===== config.mk =====
export PLATFORM = sky130hd
export DESIGN_NAME = victim_buffer_flat
export DESIGN_NICKNAME = d
export VERILOG_FILES = /design/src/rtl/victim_buffer_pkg.sv /design/src/rtl/victim_buffer_if.sv /design/src/rtl/victim_lru.sv /design/src/rtl/victim_buffer.sv /design/src/flat_wrapper.sv
export SDC_FILE = /design/constraint.sdc
export NUM_CORES = 2
export LEC_CHECK = 0
export BUFFER_PORTS_ARGS = -buffer_cell sky130_fd_sc_hd__buf_2
export CAP_MARGIN = 30
export CORE_ASPECT_RATIO = 1.1
export CORE_UTILIZATION = 29
export DETAILED_ROUTE_END_ITERATION = 8
export PLACE_DENSITY = 0.57
export SKIP_CTS_REPAIR_TIMING = 1
export SLEW_MARGIN = 20
export SYNTH_ARGS = -nofsm -noshare
export SYNTH_HDL_FRONTEND = slang
export SYNTH_SLANG_ARGS = --single-unit
export TNS_END_PERCENT = 30

===== constraint.sdc =====
create_clock -name clk -period 16 [get_ports clk]
set_clock_uncertainty 0.15 [all_clocks]
set_input_delay 0.8 -clock clk [delete_from_list [all_inputs] [get_ports clk]]
set_output_delay 0.8 -clock clk [all_outputs]
set_load 0.05 [all_outputs]

===== src/rtl/victim_buffer_pkg.sv =====
// Shared types for the victim buffer: tag, line and word widths plus the
// controller state encoding.
package victim_buffer_pkg;

    typedef logic [11:0]  victim_tag;
    typedef logic [127:0] lc3b_line;
    typedef logic [15:0]  lc3b_word;

    typedef enum logic [1:0] {
        IDLE,
        LOOKUP,
        WRITEBACK,
        INSERT
    } vc_state_t;

endpackage


===== src/rtl/victim_buffer_if.sv =====
// Victim buffer bus: L1 lookup/evict handshakes and the pmem writeback port.
// The slave modport is the victim buffer; master is the L1 + memory side.
interface victim_buffer_if;
    import victim_buffer_pkg::*;

    logic      lookup_req;
    victim_tag lookup_tag;
    logic      lookup_done;
    logic      lookup_hit;
    lc3b_line  lookup_rdata;
    logic      lookup_dirty;

    logic      evict_req;
    victim_tag evict_tag;
    lc3b_line  evict_wdata;
    logic      evict_dirty;
    logic      evict_done;

    logic      pmem_write;
    lc3b_word  pmem_address;
    lc3b_line  pmem_wdata;
    logic      pmem_resp;

    modport slave (
        input  lookup_req, lookup_tag, evict_req, evict_tag, evict_wdata,
               evict_dirty, pmem_resp,
        output lookup_done, lookup_hit, lookup_rdata, lookup_dirty,
               evict_done, pmem_write, pmem_address, pmem_wdata
    );

    modport master (
        output lookup_req, lookup_tag, evict_req, evict_tag, evict_wdata,
               evict_dirty, pmem_resp,
        input  lookup_done, lookup_hit, lookup_rdata, lookup_dirty,
               evict_done, pmem_write, pmem_address, pmem_wdata
    );

endinterface


===== src/rtl/victim_lru.sv =====
// Replacement state for the victim buffer.
// VICTIM_LRU_EN defined: true LRU with a per-entry age (ENTRIES-1 = oldest).
// VICTIM_LRU_EN undefined: FIFO round-robin pointer that only advances when
// an insert displaced a valid line.
module victim_lru #(
    parameter int ENTRIES = 4
) (
    input  logic                       clk,
    input  logic                       rst_n,
    input  logic                       ins_stb,
    input  logic [$clog2(ENTRIES)-1:0] ins_idx,
    input  logic                       ins_replace,
    input  logic                       inv_stb,
    input  logic [$clog2(ENTRIES)-1:0] inv_idx,
    output logic [$clog2(ENTRIES)-1:0] victim_idx
);
    localparam int IW = $clog2(ENTRIES);

`ifdef VICTIM_LRU_EN
    logic [IW-1:0] age [ENTRIES];
    logic          unused_inputs;

    assign unused_inputs = ins_replace;

    // Insert makes an entry youngest; invalidate makes it oldest
    always_ff @(posedge clk or negedge rst_n) begin
        if (!rst_n) begin
            for (int i = 0; i < ENTRIES; i++) age[i] <= IW'(i);
        end else if (ins_stb) begin
            for (int i = 0; i < ENTRIES; i++) begin
                if (IW'(i) == ins_idx)          age[i] <= '0;
                else if (age[i] < age[ins_idx]) age[i] <= age[i] + 1'b1;
            end
        end else if (inv_stb) begin
            for (int i = 0; i < ENTRIES; i++) begin
                if (IW'(i) == inv_idx)          age[i] <= IW'(ENTRIES - 1);
                else if (age[i] > age[inv_idx]) age[i] <= age[i] - 1'b1;
            end
        end
    end

    // Victim is whichever entry currently holds the oldest age
    always_comb begin
        victim_idx = '0;
        for (int i = 0; i < ENTRIES; i++)
            if (age[i] == IW'(ENTRIES - 1)) victim_idx = IW'(i);
    end
`else
    logic [IW-1:0] ptr;
    logic          unused_inputs;

    assign unused_inputs = ^{inv_stb, inv_idx, ins_idx};
    assign victim_idx    = ptr;

    // Pointer wraps naturally since ENTRIES is a power of two
    always_ff @(posedge clk or negedge rst_n) begin
        if (!rst_n)                      ptr <= '0;
        else if (ins_stb && ins_replace) ptr <= ptr + 1'b1;
    end
`endif

endmodule


===== src/rtl/victim_buffer.sv =====
// Four-entry (by default) fully-associative victim buffer between L1 and pmem.
// Lookups swap a hit line out to L1; evicts install lines, writing back a
// displaced dirty line first. Replacement policy selected by VICTIM_LRU_EN.
module victim_buffer
    import victim_buffer_pkg::*;
#(
    parameter int ENTRIES = 4
) (
    input logic              clk,
    input logic              rst_n,
    victim_buffer_if.slave   bus
);
    localparam int IW = $clog2(ENTRIES);

    vc_state_t            state;
    logic [ENTRIES-1:0]   valid;
    logic [ENTRIES-1:0]   dirty;
    victim_tag            tags  [ENTRIES];
    lc3b_line             lines [ENTRIES];

    logic [IW-1:0]        slot;
    logic                 ev_dirty;
    logic                 ev_replace;
    victim_tag            ev_tag;
    lc3b_line             ev_line;

    logic                 lk_hit;
    logic [IW-1:0]        lk_idx;
    logic                 ev_match;
    logic [IW-1:0]        ev_match_idx;
    logic                 ev_free;
    logic [IW-1:0]        ev_free_idx;
    logic [IW-1:0]        victim_idx;
    logic [IW-1:0]        slot_sel;
    logic                 replace;
    logic                 need_wb;

    // Tag match for lookups and slot choice for evicts, both from live inputs
    always_comb begin
        lk_hit       = 1'b0;
        lk_idx       = '0;
        ev_match     = 1'b0;
        ev_match_idx = '0;
        ev_free      = 1'b0;
        ev_free_idx  = '0;
        for (int i = 0; i < ENTRIES; i++) begin
            if (!lk_hit && valid[i] && tags[i] == bus.lookup_tag) begin
                lk_hit = 1'b1;
                lk_idx = IW'(i);
            end
            if (!ev_match && valid[i] && tags[i] == bus.evict_tag) begin
                ev_match     = 1'b1;
                ev_match_idx = IW'(i);
            end
            if (!ev_free && !valid[i]) begin
                ev_free     = 1'b1;
                ev_free_idx = IW'(i);
            end
        end
        replace  = !ev_match && !ev_free;
        slot_sel = ev_match ? ev_match_idx : (ev_free ? ev_free_idx : victim_idx);
        need_wb  = valid[slot_sel] && dirty[slot_sel] && (tags[slot_sel] != bus.evict_tag);
    end

    // Controller; outputs are registered on the edge that enters each state so
    // the done pulse lands in the LOOKUP/INSERT cycle itself
    always_ff @(posedge clk or negedge rst_n) begin
        if (!rst_n) begin
            state            <= IDLE;
            valid            <= '0;
            dirty            <= '0;
            slot             <= '0;
            ev_dirty         <= 1'b0;
            ev_replace       <= 1'b0;
            bus.lookup_done  <= 1'b0;
            bus.lookup_hit   <= 1'b0;
            bus.lookup_rdata <= '0;
            bus.lookup_dirty <= 1'b0;
            bus.evict_done   <= 1'b0;
            bus.pmem_write   <= 1'b0;
            bus.pmem_address <= '0;
            bus.pmem_wdata   <= '0;
        end else begin
            case (state)
                IDLE: begin
                    if (bus.lookup_req) begin
                        state            <= LOOKUP;
                        bus.lookup_done  <= 1'b1;
                        bus.lookup_hit   <= lk_hit;
                        bus.lookup_rdata <= lk_hit ? lines[lk_idx] : '0;
                        bus.lookup_dirty <= lk_hit && dirty[lk_idx];
                        if (lk_hit) begin
                            valid[lk_idx] <= 1'b0;
                            dirty[lk_idx] <= 1'b0;
                        end
                    end else if (bus.evict_req) begin
                        slot       <= slot_sel;
                        ev_dirty   <= bus.evict_dirty;
                        ev_replace <= replace;
                        if (need_wb) begin
                            state            <= WRITEBACK;
                            bus.pmem_write   <= 1'b1;
                            bus.pmem_address <= {tags[slot_sel], 4'b0000};
                            bus.pmem_wdata   <= lines[slot_sel];
                        end else begin
                            state          <= INSERT;
                            bus.evict_done <= 1'b1;
                        end
                    end
                end
                LOOKUP: begin
                    state            <= IDLE;
                    bus.lookup_done  <= 1'b0;
                    bus.lookup_hit   <= 1'b0;
                    bus.lookup_rdata <= '0;
                    bus.lookup_dirty <= 1'b0;
                end
                WRITEBACK: begin
                    if (bus.pmem_resp) begin
                        state            <= INSERT;
                        bus.pmem_write   <= 1'b0;
                        bus.pmem_address <= '0;
                        bus.pmem_wdata   <= '0;
                        bus.evict_done   <= 1'b1;
                    end
                end
                INSERT: begin
                    state          <= IDLE;
                    valid[slot]    <= 1'b1;
                    dirty[slot]    <= ev_dirty;
                    bus.evict_done <= 1'b0;
                end
                default: state <= IDLE;
            endcase
        end
    end

    // Evict payload capture; pure data, so no reset
    always_ff @(posedge clk) begin
        if (state == IDLE && !bus.lookup_req && bus.evict_req) begin
            ev_tag  <= bus.evict_tag;
            ev_line <= bus.evict_wdata;
        end
    end

    // Line storage write on install; pure data, so no reset
    always_ff @(posedge clk) begin
        if (state == INSERT) begin
            tags[slot]  <= ev_tag;
            lines[slot] <= ev_line;
        end
    end

    victim_lru #(.ENTRIES(ENTRIES)) u_lru (
        .clk         (clk),
        .rst_n       (rst_n),
        .ins_stb     (state == INSERT),
        .ins_idx     (slot),
        .ins_replace (ev_replace),
        .inv_stb     (state == IDLE && bus.lookup_req && lk_hit),
        .inv_idx     (lk_idx),
        .victim_idx  (victim_idx)
    );

endmodule


===== src/flat_wrapper.sv =====
// flat-port wrapper written by rule: the top's interface ports become plain ports
module victim_buffer_flat import victim_buffer_pkg::*;
#(
    parameter int ENTRIES = 4
)
  (clk, rst_n, bus_lookup_req, bus_lookup_tag, bus_evict_req, bus_evict_tag, bus_evict_wdata, bus_evict_dirty, bus_pmem_resp, bus_lookup_done, bus_lookup_hit, bus_lookup_rdata, bus_lookup_dirty, bus_evict_done, bus_pmem_write, bus_pmem_address, bus_pmem_wdata);
  victim_buffer_if bus_i ();
  input logic clk;
  input logic rst_n;
  input wire logic [$bits(bus_i.lookup_req)-1:0] bus_lookup_req;
  input wire logic [$bits(bus_i.lookup_tag)-1:0] bus_lookup_tag;
  input wire logic [$bits(bus_i.evict_req)-1:0] bus_evict_req;
  input wire logic [$bits(bus_i.evict_tag)-1:0] bus_evict_tag;
  input wire logic [$bits(bus_i.evict_wdata)-1:0] bus_evict_wdata;
  input wire logic [$bits(bus_i.evict_dirty)-1:0] bus_evict_dirty;
  input wire logic [$bits(bus_i.pmem_resp)-1:0] bus_pmem_resp;
  output wire logic [$bits(bus_i.lookup_done)-1:0] bus_lookup_done;
  output wire logic [$bits(bus_i.lookup_hit)-1:0] bus_lookup_hit;
  output wire logic [$bits(bus_i.lookup_rdata)-1:0] bus_lookup_rdata;
  output wire logic [$bits(bus_i.lookup_dirty)-1:0] bus_lookup_dirty;
  output wire logic [$bits(bus_i.evict_done)-1:0] bus_evict_done;
  output wire logic [$bits(bus_i.pmem_write)-1:0] bus_pmem_write;
  output wire logic [$bits(bus_i.pmem_address)-1:0] bus_pmem_address;
  output wire logic [$bits(bus_i.pmem_wdata)-1:0] bus_pmem_wdata;
  assign bus_i.lookup_req = bus_lookup_req;
  assign bus_i.lookup_tag = bus_lookup_tag;
  assign bus_i.evict_req = bus_evict_req;
  assign bus_i.evict_tag = bus_evict_tag;
  assign bus_i.evict_wdata = bus_evict_wdata;
  assign bus_i.evict_dirty = bus_evict_dirty;
  assign bus_i.pmem_resp = bus_pmem_resp;
  assign bus_lookup_done = bus_i.lookup_done;
  assign bus_lookup_hit = bus_i.lookup_hit;
  assign bus_lookup_rdata = bus_i.lookup_rdata;
  assign bus_lookup_dirty = bus_i.lookup_dirty;
  assign bus_evict_done = bus_i.evict_done;
  assign bus_pmem_write = bus_i.pmem_write;
  assign bus_pmem_address = bus_i.pmem_address;
  assign bus_pmem_wdata = bus_i.pmem_wdata;
  victim_buffer #(.ENTRIES(ENTRIES)) u_core (.clk(clk), .rst_n(rst_n), .bus(bus_i));
endmodule

==> out/qor.csv <==
metric,value,unit
Routed WL,112000,um
sequential area share after synthesis,73.0,%
clk slew on worst S/H paths,70,ps
nets@finish,2953,
DR vias,23200,
Mapped Area,0.0387,mm2
worst hold path class,in -> reg,
layout cells sized above 1,27.1,%
CTS Root Cell,clkbuf_16,
top cell type's share of synthesized area,54.3,%
all-layer global routing usage,16.4,%
Critical path origin,u_core.tags[0][4],
Tcrit/Tclk final,36.8,%
hold_sp,bus_evict_wdata[116],
RSZ-0062 raised after global routing,false,
endpoints failing hold,0,
first-pass GRT wire length,162000,um
Worst Setup End Kind,register,
Synth Flop Type,edfxtp_1,
Core Region,0.132,mm2
synthesis-to-layout area growth,20.1,%
Max Freq,170,MHz
antenna violations before repair,19,
post-synth cell types,41,
Pleak,17.4,nW
Worst R2R Start,u_core.tags[0][4],
final count of negative-setup-slack endpoints,0,
max_cap viols,0,
r2r setup slk,10110,ps
final hold slack,93.5,ps
Ys Warns,0,
worst-case clock buffer depth,3,
relative slew slack,30.1,%
die outline area,0.135,mm2
DR iter-0 viols,1836,
Post-Syn Area per Cell,16.3,um2
most frequent cell after synthesis,edfxtp_1,
Num CTS Buffers,104,
DR DRC count,0,
Placed Area,0.0428,mm2
Synth area leaders,"edfxtp_1 54%, dfrtp_1 19%, mux4_2 7.4%",
initial core utilization,29.2,%
Worst-Skew Late Latency,730,ps
Die Width,350,um
io pins,435,
Tot Pwr,8.18,mW
gpl congestion,0.849,
Synth area leader,edfxtp_1,
CTS Sinks,989,
crit path max fanout,52,
Tmin final,5890,ps
finished layout cell area,0.0465,mm2
critical path arrival,6400,ps
Via-to-Cell Ratio,4.97,
Post-synth ARST share,29.2,%
nature of the critical path startpoint,register,
H-tree levels,3,
Vert. Die Dim,385,um
1st-pass router iterations,7,
Port-buffer cells,430,
Rows,140,
final setup TNS,0,ps
fill count,12700,
post-route ant nets,0,
Synth Instances,2373,
CTS tree,done,
outcome,"complete, no violations",
vias in the first global route,23900,
register bit total from synthesis,989,
routed len/inst,24.1,um
GRT overflow,0,
VDD IR max,0.123,mV
maximum number of pins on one net before global-route repair,76,
most common library cells after synthesis,"700 x edfxtp_1, 289 x dfrtp_1, 161 x nand2_1, 144 x o21ai_0",
"EDFF count, synth",700,
"Slew Viols, Final",0,
Power Density,176,mW/mm2
hpwl dp,68800,um
Worst EP required,16510,ps
Slew @ Worst Pin,1050,ps
Setup CP Type,reg -> reg,
## path summary, 6_finish.rpt
path                       cells past startpoint                      endpoint
setup / recovery                              14     u_core.bus.pmem_wdata[42]
hold / removal                                 1           u_core.ev_line[116]
setup reg to reg                              14     u_core.bus.pmem_wdata[42]
hold reg to reg                                2   u_core.bus.lookup_rdata[64]
max in group asynchronous                      5  u_core.bus.lookup_rdata[119]
min in group asynchronous                      2     u_core.bus.pmem_wdata[23]
## layer usage
layer | part of all wire [%] | track usage (%)
met1 | 41 | 20.4
met2 | 49 | 27.4
met3 | 7.0 | 3.78
met4 | 2.9 | 6.37
met5 | 0.084 | 0
## placed cells by master, fill, tap and decap left out, drive strengths merged, types with 5 or more instances in the layout
cell type / netlist / final
nand2: 161 / 161
nor2: 138 / 138
o21ai: 146 / 146
mux2i: 44 / 44
nor3: 7 / 7
o2bb2ai: 5 / 5
inv: 8 / 13
a22o: 138 / 138
and2: 9 / 9
xor2: 44 / 44
dfrtp: 289 / 289
nand4: 13 / 13
a21oi: 6 / 6
clkinvlp: 0 / 5
nor4: 13 / 13
xnor2: 66 / 66
edfxtp: 700 / 700
clkbuf: 117 / 150
o22ai: 130 / 130
mux4: 128 / 128
o31ai: 129 / 129
clkinv: 0 / 24
buf: 53 / 482
bufinv: 0 / 12
nand3: 10 / 10
nand2b: 8 / 8
## kinds of logic after synthesis
logic type	Yosys count	synth area share (%)
flip-flops	989	73.0
AO/OA/AOI/OAI	559	9.95
AND/OR/NAND/NOR	364	3.93
buffers and inverters	178	2.08
multiplexers	172	8.58
XOR/XNOR	110	2.49
other	1	0.00968
## registers in the layout (all words and copies together), names as in the netlist
name                     count
u_core.ev_dirty              1
u_core.ev_tag               12
u_core.ev_line             128
u_core.bus.lookup_rdata    128
u_core.bus.pmem_wdata      128
u_core.valid                 4
u_core.bus.pmem_write        1
u_core.bus.lookup_hit        1
u_core.ev_replace            1
u_core.dirty                 4
u_core.tags                 48
u_core.u_lru.victim_idx      2
u_core.bus.pmem_address     12
u_core.state                 2
u_core.bus.lookup_done       1
u_core.bus.lookup_dirty      1
u_core.slot                  2
u_core.lines               512
u_core.bus.evict_done        1
## layout make-up
type                       count  area [um2]  share of cell area (%)
sequential                   989       28300                    60.8
multi-input combinational   1209        9760                    21.0
clock buffer                 150        2940                    6.32
timing repair buffer         483        2680                    5.77
tap                         1775        2220                    4.78
clock inverter                46         588                    1.27
inverter                       8        35.0                  0.0754
antenna                        4        10.0                  0.0215
## through the flow
step / util (%) / std cells / setup slack, ps
3_3_place_gp: 32.3 / 4457 / 9200
5_1_grt: 35.1 / 4664 / 9870
3_5_place_dp: 32.3 / 4459 / 9560
6_report: 35.1 / 4664 / 10110
2_1_floorplan: - / 2376 / 3230
4_1_cts: 35.0 / 4655 / 10080
## power by group
part	switching (mW)	total, mW	internal [mW]
combinational	1.46	2.34	0.878
sequential	0.228	3.34	3.11
clock	1.03	2.50	1.47
## critical path, stage by stage (launching register included)
cell and delay, ps:
edfxtp_1 440, xnor2_1 220, nand4_1 160, nor4_1 650, a311o_2 670, buf_4 560
mux2i_1 350, xor2_1 100, nor4_1 450, a31oi_1 150, buf_4 250, o21ai_4 140
buf_4 480, buf_4 660, a22o_1 260
(Power assumes the default switching activity.)
